### src/rtl/posit_mult_lanes.sv
// -----------------------------------------------------------------------------
// posit_mult_lanes
// Multi-lane pipelined multiplier for denormalised posits. Each lane multiplies
// two (fraction, scale, sign, zero, NaR) tuples. All lanes share one
// rts/rtr/sow/eow stream handshake.
//
// The pipeline has PIPE_STAGES registered stages. Stage 1 captures the raw
// mantissa product and scale sum. Any middle stages are plain retiming
// registers. The output register captures the normalised, special-value
// canonicalised result. A one-entry skid buffer absorbs the single beat that
// can be accepted in the cycle the pipeline stalls, because rtr_o is
// registered.
//
// Ports
//   clk, rst              clock, synchronous active-high reset
//   rts_i / rtr_o         upstream handshake (rtr_o registered)
//   sow_i, eow_i          window markers travelling with the beat
//   fraction_i1/2         per-lane fractions (no hidden bit), lane k at k*FW_IN
//   scale_i1/2            per-lane signed scales
//   sign/zero/NaR_i1/2    per-lane flags
//   rtr_i / rts_o         downstream handshake
//   sow_o, eow_o          markers aligned with the output beat
//   fraction_o            per-lane normalised product fraction, hidden bit removed
//   scale_o               per-lane signed product scale
//   sign_o/zero_o/NaR_o   per-lane result flags
// -----------------------------------------------------------------------------
module posit_mult_lanes #(
   parameter int POSIT_WIDTH = 16,
   parameter int POSIT_ES    = 1,
   parameter int LANES       = 4,
   parameter int PIPE_STAGES = 2,
   localparam int FW_IN  = POSIT_WIDTH-POSIT_ES-3,
   localparam int FW_OUT = 2*FW_IN+1,
   localparam int SW_IN  = $clog2(POSIT_WIDTH)+POSIT_ES+1,
   localparam int SW_OUT = SW_IN+1
) (
   input  logic                      clk,
   input  logic                      rst,
   input  logic                      rts_i,
   output logic                      rtr_o,
   input  logic                      sow_i,
   input  logic                      eow_i,
   input  logic [LANES*FW_IN-1:0]    fraction_i1,
   input  logic [LANES*FW_IN-1:0]    fraction_i2,
   input  logic [LANES*SW_IN-1:0]    scale_i1,
   input  logic [LANES*SW_IN-1:0]    scale_i2,
   input  logic [LANES-1:0]          sign_i1,
   input  logic [LANES-1:0]          sign_i2,
   input  logic [LANES-1:0]          zero_i1,
   input  logic [LANES-1:0]          zero_i2,
   input  logic [LANES-1:0]          NaR_i1,
   input  logic [LANES-1:0]          NaR_i2,
   input  logic                      rtr_i,
   output logic                      rts_o,
   output logic                      sow_o,
   output logic                      eow_o,
   output logic [LANES*FW_OUT-1:0]   fraction_o,
   output logic [LANES*SW_OUT-1:0]   scale_o,
   output logic [LANES-1:0]          sign_o,
   output logic [LANES-1:0]          zero_o,
   output logic [LANES-1:0]          NaR_o
);

   localparam int PW = 2*FW_IN+2;   // raw product width

   typedef struct packed {
      logic [LANES*FW_IN-1:0]  f1, f2;
      logic [LANES*SW_IN-1:0]  s1, s2;
      logic [LANES-1:0]        sg1, sg2, z1, z2, n1, n2;
      logic                    sow, eow;
   } in_t;

   typedef struct packed {
      logic [LANES*PW-1:0]     p;
      logic [LANES*SW_OUT-1:0] s;
      logic [LANES-1:0]        sg, z, n;
      logic                    sow, eow, vld;
   } raw_t;

   logic                      w_adv;
   logic                      w_acc;
   logic                      r_rtr;
   logic                      r_skid_vld;
   in_t                       r_skid;
   in_t                       w_in;
   in_t                       w_src;
   logic                      w_vld;
   logic [LANES*PW-1:0]       w_p;
   logic [LANES*SW_OUT-1:0]   w_s;
   raw_t                      w_raw;
   raw_t                      w_last;
   logic [LANES*FW_OUT-1:0]   w_frac;
   logic [LANES*SW_OUT-1:0]   w_scale;
   logic [LANES-1:0]          w_sign;
   logic [LANES-1:0]          w_zero;
   logic [LANES-1:0]          w_nar;
   logic                      r_vld;
   logic                      r_sow;
   logic                      r_eow;
   logic [LANES*FW_OUT-1:0]   r_frac;
   logic [LANES*SW_OUT-1:0]   r_scale;
   logic [LANES-1:0]          r_sign;
   logic [LANES-1:0]          r_zero;
   logic [LANES-1:0]          r_nar;

   // Every stage moves in lockstep; only an empty output slot or a consuming
   // sink lets the pipe advance.
   assign w_adv = rtr_i | ~r_vld;
   assign w_acc = rts_i & r_rtr;

   assign w_in = {fraction_i1, fraction_i2, scale_i1, scale_i2,
                  sign_i1, sign_i2, zero_i1, zero_i2, NaR_i1, NaR_i2,
                  sow_i, eow_i};

   // While the skid entry is full rtr_o is low, so the skid beat can never
   // collide with a live beat.
   assign w_src = r_skid_vld ? r_skid : w_in;
   assign w_vld = r_skid_vld | w_acc;

   always_ff @(posedge clk) begin
      if (rst) begin
         r_rtr      <= 1'b0;
         r_skid_vld <= 1'b0;
         r_skid     <= '0;
      end else begin
         r_rtr <= w_adv;
         if (w_adv) begin
            r_skid_vld <= 1'b0;
         end else if (w_acc) begin
            r_skid_vld <= 1'b1;
            r_skid     <= w_in;
         end
      end
   end

   // Stage 1 arithmetic: hidden-bit product and sign-extended scale sum.
   generate
      for (genvar gi = 0; gi < LANES; gi++) begin : g_mul
         logic [FW_IN:0]   w_m1, w_m2;
         logic [SW_IN-1:0] w_s1, w_s2;
         assign w_m1 = {1'b1, w_src.f1[gi*FW_IN +: FW_IN]};
         assign w_m2 = {1'b1, w_src.f2[gi*FW_IN +: FW_IN]};
         assign w_s1 = w_src.s1[gi*SW_IN +: SW_IN];
         assign w_s2 = w_src.s2[gi*SW_IN +: SW_IN];
         assign w_p[gi*PW +: PW]         = PW'(w_m1) * PW'(w_m2);
         assign w_s[gi*SW_OUT +: SW_OUT] = {w_s1[SW_IN-1], w_s1} + {w_s2[SW_IN-1], w_s2};
      end
   endgenerate

   assign w_raw = {w_p, w_s,
                   w_src.sg1 ^ w_src.sg2,
                   w_src.z1 | w_src.z2,
                   w_src.n1 | w_src.n2,
                   w_src.sow & w_vld,
                   w_src.eow & w_vld,
                   w_vld};

   // Stage 1 plus any retiming stages. With a single stage the raw product
   // feeds the normaliser combinationally into the output register.
   generate
      if (PIPE_STAGES > 1) begin : g_pipe
         raw_t r_pipe [PIPE_STAGES-1];
         always_ff @(posedge clk) begin
            if (rst) begin
               for (int k = 0; k < PIPE_STAGES-1; k++) r_pipe[k] <= '0;
            end else if (w_adv) begin
               r_pipe[0] <= w_raw;
               for (int k = 1; k < PIPE_STAGES-1; k++) r_pipe[k] <= r_pipe[k-1];
            end
         end
         assign w_last = r_pipe[PIPE_STAGES-2];
      end else begin : g_nopipe
         assign w_last = w_raw;
      end
   endgenerate

   // Normalise: product of two [1,2) mantissas lies in [1,4). NaR wins over zero.
   generate
      for (genvar gi = 0; gi < LANES; gi++) begin : g_norm
         logic [PW-1:0]     w_pl;
         logic [SW_OUT-1:0] w_sl;
         logic [FW_OUT-1:0] w_fn;
         logic [SW_OUT-1:0] w_sn;
         logic              w_spec;
         assign w_pl   = w_last.p[gi*PW +: PW];
         assign w_sl   = w_last.s[gi*SW_OUT +: SW_OUT];
         assign w_fn   = w_pl[PW-1] ? w_pl[PW-2:0] : {w_pl[PW-3:0], 1'b0};
         assign w_sn   = w_pl[PW-1] ? w_sl + SW_OUT'(1) : w_sl;
         assign w_spec = w_last.n[gi] | w_last.z[gi];
         assign w_nar[gi]  = w_last.n[gi];
         assign w_zero[gi] = ~w_last.n[gi] & w_last.z[gi];
         assign w_sign[gi] = ~w_spec & w_last.sg[gi];
         assign w_frac[gi*FW_OUT +: FW_OUT]  = w_spec ? '0 : w_fn;
         assign w_scale[gi*SW_OUT +: SW_OUT] = w_spec ? '0 : w_sn;
      end
   endgenerate

   always_ff @(posedge clk) begin
      if (rst) begin
         r_vld   <= 1'b0;
         r_sow   <= 1'b0;
         r_eow   <= 1'b0;
         r_frac  <= '0;
         r_scale <= '0;
         r_sign  <= '0;
         r_zero  <= '0;
         r_nar   <= '0;
      end else if (w_adv) begin
         r_vld   <= w_last.vld;
         r_sow   <= w_last.sow;
         r_eow   <= w_last.eow;
         r_frac  <= w_frac;
         r_scale <= w_scale;
         r_sign  <= w_sign;
         r_zero  <= w_zero;
         r_nar   <= w_nar;
      end
   end

   assign rtr_o      = r_rtr;
   assign rts_o      = r_vld;
   assign sow_o      = r_sow;
   assign eow_o      = r_eow;
   assign fraction_o = r_frac;
   assign scale_o    = r_scale;
   assign sign_o     = r_sign;
   assign zero_o     = r_zero;
   assign NaR_o      = r_nar;

endmodule
### config.mk
export PLATFORM = sky130hd
export DESIGN_NAME = posit_mult_lanes
export DESIGN_NICKNAME = d
export VERILOG_FILES = /design/src/rtl/posit_mult_lanes.sv
export SDC_FILE = /design/constraint.sdc
export NUM_CORES = 2
export LEC_CHECK = 0
export ABC_AREA = 1
export ABC_CLOCK_PERIOD_IN_PS = 8500
export CAP_MARGIN = 10
export CORE_MARGIN = 2
export CORE_UTILIZATION = 30
export DETAILED_ROUTE_END_ITERATION = 10
export HOLD_SLACK_MARGIN = 0.03
export PLACE_DENSITY = 0.53
export RECOVER_POWER = 25
export SYNTH_ARGS = -nofsm -noshare
export SYNTH_HDL_FRONTEND = slang
export SYNTH_SLANG_ARGS = --single-unit
### constraint.sdc
create_clock -name clk -period 8.5 [get_ports clk]
set_clock_uncertainty 0.15 [all_clocks]
set_input_delay 1.7 -clock clk [delete_from_list [all_inputs] [get_ports clk]]
set_output_delay 1.7 -clock clk [all_outputs]
set_load 0.1 [all_outputs]
; Word level (Yosys, flattened, before mapping)
; Memories as Yosys holds them, arrays and structs flattened.
; Index checks and enable logic that the tools add are counted.
[op_classes]
mul = 4
n_reduce_logical = 3
addsub = 8
n_mux = 24
bitwise = 30
[op_table]
columns = cell, n
row1 = two-way mux 25 bit, 8
row2 = two-way mux 170 bit, 1
row3 = two-way mux 147 bit, 1
row4 = OR reduction 147 bit, 1
row5 = multiplier 13 x 13 -> 26 bit, 4
row6 = two-way mux 7 bit, 8
row7 = adder 6 x 6 -> 7 bit, 4
row8 = adder 7 x 1 -> 7 bit (second input constant), 4
row9 = bitwise AND 1 bit, 11
row10 = inverter 1 bit, 10
row11 = OR 4 bit, 2
row12 = two-way mux 1 bit, 6
row13 = OR 1 bit, 6
row14 = bitwise XOR 4 bit, 1
row15 = AND reduction 2 bit, 1
row16 = OR reduction 2 bit, 1
[totals]
input_bits = 174
mem_bits_rw = 147
n_memories = 1
register_bits = 315
out_inout_bits = 144
[mem_list]
columns = memory, depth, word_bits, read_ports, rd_ports_with_merged_regs, wr, line
row1 = g_pipe.r_pipe, 1, 147, 1, 0, 1, 162  ; raw_t r_pipe [PIPE_STAGES-1];

; Longest topological paths before layout
[logic_depth]
word_depth = 7
mapped_depth = 28
ltp_nobuf = 26

; Worst setup path before layout
; No wires, ideal clock.
[synth_path]
kind = in2reg
start = input port fraction_i2[6]
end = memory g_pipe.r_pipe[0][56] in the netlist's numbering, data pin
required_time_ns = 8.203
t_arrival_ns = 6.035
path_buffers = 0
path_stages = 19
setup_time_ns = 0.147
setup_slack_ns = 2.168
cell_sequence = o21ai_0 -> inv_2 -> nand2_1 -> fa_1 -> fa_1 -> fa_1 -> inv_1 -> fa_1 -> inv_1 -> fa_1 -> inv_1 -> ha_1 -> nand2_1 -> nor2_1 -> nand3_1 -> nand3_1 -> inv_1 -> or2_2 -> a21oi_1
[synth_via]
elab_chain_cells = 3
[synth_lines]
columns = element, line
row1 = from (decl), 44  ; input logic [LANES*FW_IN-1:0] fraction_i2,
row2 = two-way mux 170 bit, 117  ; assign w_src = r_skid_vld ? r_skid : w_in;
row3 = multiplier 13 x 13 -> 26 bit, 145  ; assign w_p[gi*PW +: PW] = PW'(w_m1) * PW'(w_m2);
row4 = two-way mux 147 bit (no line), -
row5 = to (decl), 162
; No other way between the ends.

; Worst setup path in the final report
[layout_path]
start = input port fraction_i2[2]
end = memory g_pipe.r_pipe[0][65] in the netlist's numbering, data pin
; Same word-level chain as after synthesis.

==> flow_summary.json <==
{
  "status": "finished, violations left",
  "violations": "capacitance limit, slew limit",
  "power_frac_clock_pct": 14.6,
  "hold_depth": 2,
  "peakVddDrop_mv": 0.219,
  "setup_viol": 0,
  "final_cell_area_um2": 50300,
  "avgRoutedWirePerCell_um": 17.7,
  "viasPerCell": 4.67,
  "relSlewSlack_pct": -194,
  "synth_cell_types": 39,
  "synth.largest_area_cell": "fa_1",
  "cap_violations": 5,
  "numCtsBuffers": 58,
  "fmax_mhz": 139,
  "cp_max_fo": 11,
  "ys.warnings.count": 0,
  "gr-total-overflow": 0,
  "combPwrFrac_pct": 68.8,
  "sequentialPowerShare_pct": 16.7,
  "path_class": "input pin to flip-flop",
  "switching_share_pct": 51.9,
  "syn-cell-area_um2": 43200,
  "clk_path_buf_depth": 3,
  "grt_usage_pct": 18.5,
  "cts_tree": "built",
  "path_buf_inv": 6,
  "p_per_area_nw_per_um2": 350,
  "grt_pass1_vias": 36300,
  "synth_cells": 5509,
  "synth.avg_cell_area_um2": 7.84,
  "syn_to_final_growth_pct": 16.6,
  "gp_congestion": 0.901,
  "synth_top_cells_by_count": "1060 x inv_1, 994 x nand2_1, 764 x nor2_1",
  "grt_pass1_wl_mm": 212,
  "cp.arrival_ns": 7.38,
  "cp.depth": 21,
  "power.switching_mw": 9.14,
  "worst-r2r-cell-count": 22,
  "rsz0062_at_grt": "false",
  "ys_seq_area_share_pct": 24.8,
  "cts-root-buf": "clkbuf_16",
  "synth_top_area_share_pct": 22.6,
  "hold_buffers": 0,
  "antenna_left": 0,
  "synth-edff-count": 147,
  "clock_sinks": 462,
  "cp_slowest_cell": "o21ai_1",
  "cpLargestDelayFamily": "adder cells",
  "min-delay-path-class": "flip-flop to flip-flop",
  "cts-resized-gates": 0,
  "coreArea_um2": 143000,
  "finalHoldViolCount": 0,
  "slew_violations": 236,
  "ys_ff_latch": 462,
  "antenna_found_initial": 30,
  "die_area_um2": 147000,
  "die_w_um": 383,
  "drc_errors": 0,
  "final_util_pct": 35.2,
  "crit_required_ns": 8.68,
  "start_util_pct": 30.2,
  "min_period_ns": 7.19,
  "wl_mm": 136,
  "cts_max_level": 2,
  "p_leak_nw": 24.5,
  "path_clk_slew_ns": 0.06,
  "crit_path_end_kind": "flip-flop",
  "die_h_um": 383,
  "worst_pin_slew_ns": 4.41,
  "synthFlopType": "dfxtp_1",
  "io_buffer_count": 317,
  "dp_hpwl_mm": 106,
  "period_share_pct": 84.6,
  "worstSkewPairLatency_ns": 0.66,
  "final_nets": 6732,
  "synth.area.top_cells": "fa_1 23%, dfxtp_1 15%, edfxtp_1 10%",
  "boundaryPins": 318,
  "intPower_mw": 8.46,
  "crit_chain": "clkdlybuf4s50_1, o21ai_1, nor2_1, fa_1, inv_1, fa_1, inv_1, fa_1, fa_1, inv_1, fa_1, inv_1, ha_1, nand2_1, inv_1, a21oi_1, nand3_1, nand2_1, nand2_1, nand2_1, a21oi_1",
  "rows": 139,
  "drive_gt1_share_pct": 6.13,
  "syn_nets": 6479,
  "post-synth-top-count-cell": "inv_1",
  "setup_tns_ns": 0,
  "drtIter0Drc": 2183,
  "hold-worst-slack_ns": 0.295,
  "synthArstFlopShare_pct": 0,
  "slowest_delay_ns": 0.87,
  "postCtsSetupBuffers": 0,
  "place_area_um2": 48400,
  "crit_path_start_kind": "input pin",
  "num_vias": 36000,
  "grt_max_degree": 152,
  "drtPass1Iterations": 5
}
power groups by stage:
stage / clock network (mW) / logic [mW] / registers (mW)
floorplan: 0 / 8.46 / 3.38
global placement: 0 / 12.1 / 2.98
detailed placement: 0 / 12.1 / 2.99
CTS: 2.65 / 12.2 / 2.94
global route: 2.73 / 14.0 / 2.97
finish: 2.57 / 12.1 / 2.93
layout make-up:
class,count,area [um2]
Tap cell,1903,2380
Fill cell,15100,92800
Multi-Input combinational cell,3756,27500
Clock inverter,31,338
Sequential cell,462,10700
Inverter,1117,4210
Antenna cell,2,5.00
Clock buffer,79,1630
Timing Repair Buffer,367,3550
stage by stage:
| stage | instances | worst slack [ns] | power (mW) |
|---|---|---|---|
| floorplan | 5509 | 2.17 | 11.8 |
| global placement | 7605 | 0.714 | 15.1 |
| detailed placement | 7605 | 0.699 | 15.1 |
| CTS | 7715 | 1.39 | 17.8 |
| global route | 7715 | 1.02 | 19.7 |
| finish | 7717 | 1.31 | 17.6 |
worst min-delay path, cell delays in order (launching register included):
cell      delay [ns]
edfxtp_1        0.32
nand2_1         0.05
nand2_1         0.05
registers in the layout (all words and copies together), names as in the netlist:
| signal | flops |
|---|---|
| r_skid | 170 |
| g_pipe.r_pipe | 147 |
| fraction_o | 100 |
| scale_o | 28 |
| NaR_o | 4 |
| sign_o | 4 |
| zero_o | 4 |
| eow_o | 1 |
| r_skid_vld | 1 |
| rtr_o | 1 |
| rts_o | 1 |
| sow_o | 1 |
metal layers:
layer,global-route usage (%),share of wire [%]
met5,0,0.23
met4,5.04,2.7
met3,3.82,6.4
met1,24.9,46
met2,30.1,45
placed cells by master (no fill, tap or decap), drive strengths merged, types with 28 or more instances in the layout:
cell type      Yosys  layout
inv             1111    1114
nand2            994     994
nor2             768     768
fa               488     488
o21ai            414     414
clkdlybuf4s50      0     315
dfxtp            315     315
ha               308     308
nand3            249     249
a21oi            151     151
edfxtp           147     147
or2              113     113
mux2i            105     105
clkbuf            79      85
nor3              44      44
buf               95      44
nand4             35      35
clkinv             6      28
kinds of logic after synthesis:
kind of cell / share of synthesized area (%)
AOI/OAI and AO/OA: 7.74
xor gates and xnor gates: 0.832
adders and majority gates: 31.6
buffers and inverters: 11.5
DFF: 24.8
muxes: 2.43
and+or+nand+nor: 21.1
worst paths after layout:
path | from | to | slack, ns
hold / removal | g_pipe.r_pipe[0][0] | rts_o | 0.30
setup reg to reg | r_skid_vld | g_pipe.r_pipe[0][65] | 1.79
hold reg to reg | g_pipe.r_pipe[0][0] | rts_o | 0.30
setup / recovery | fraction_i2[2] | g_pipe.r_pipe[0][65] | 1.31
Power figures use the tool's default switching activity.
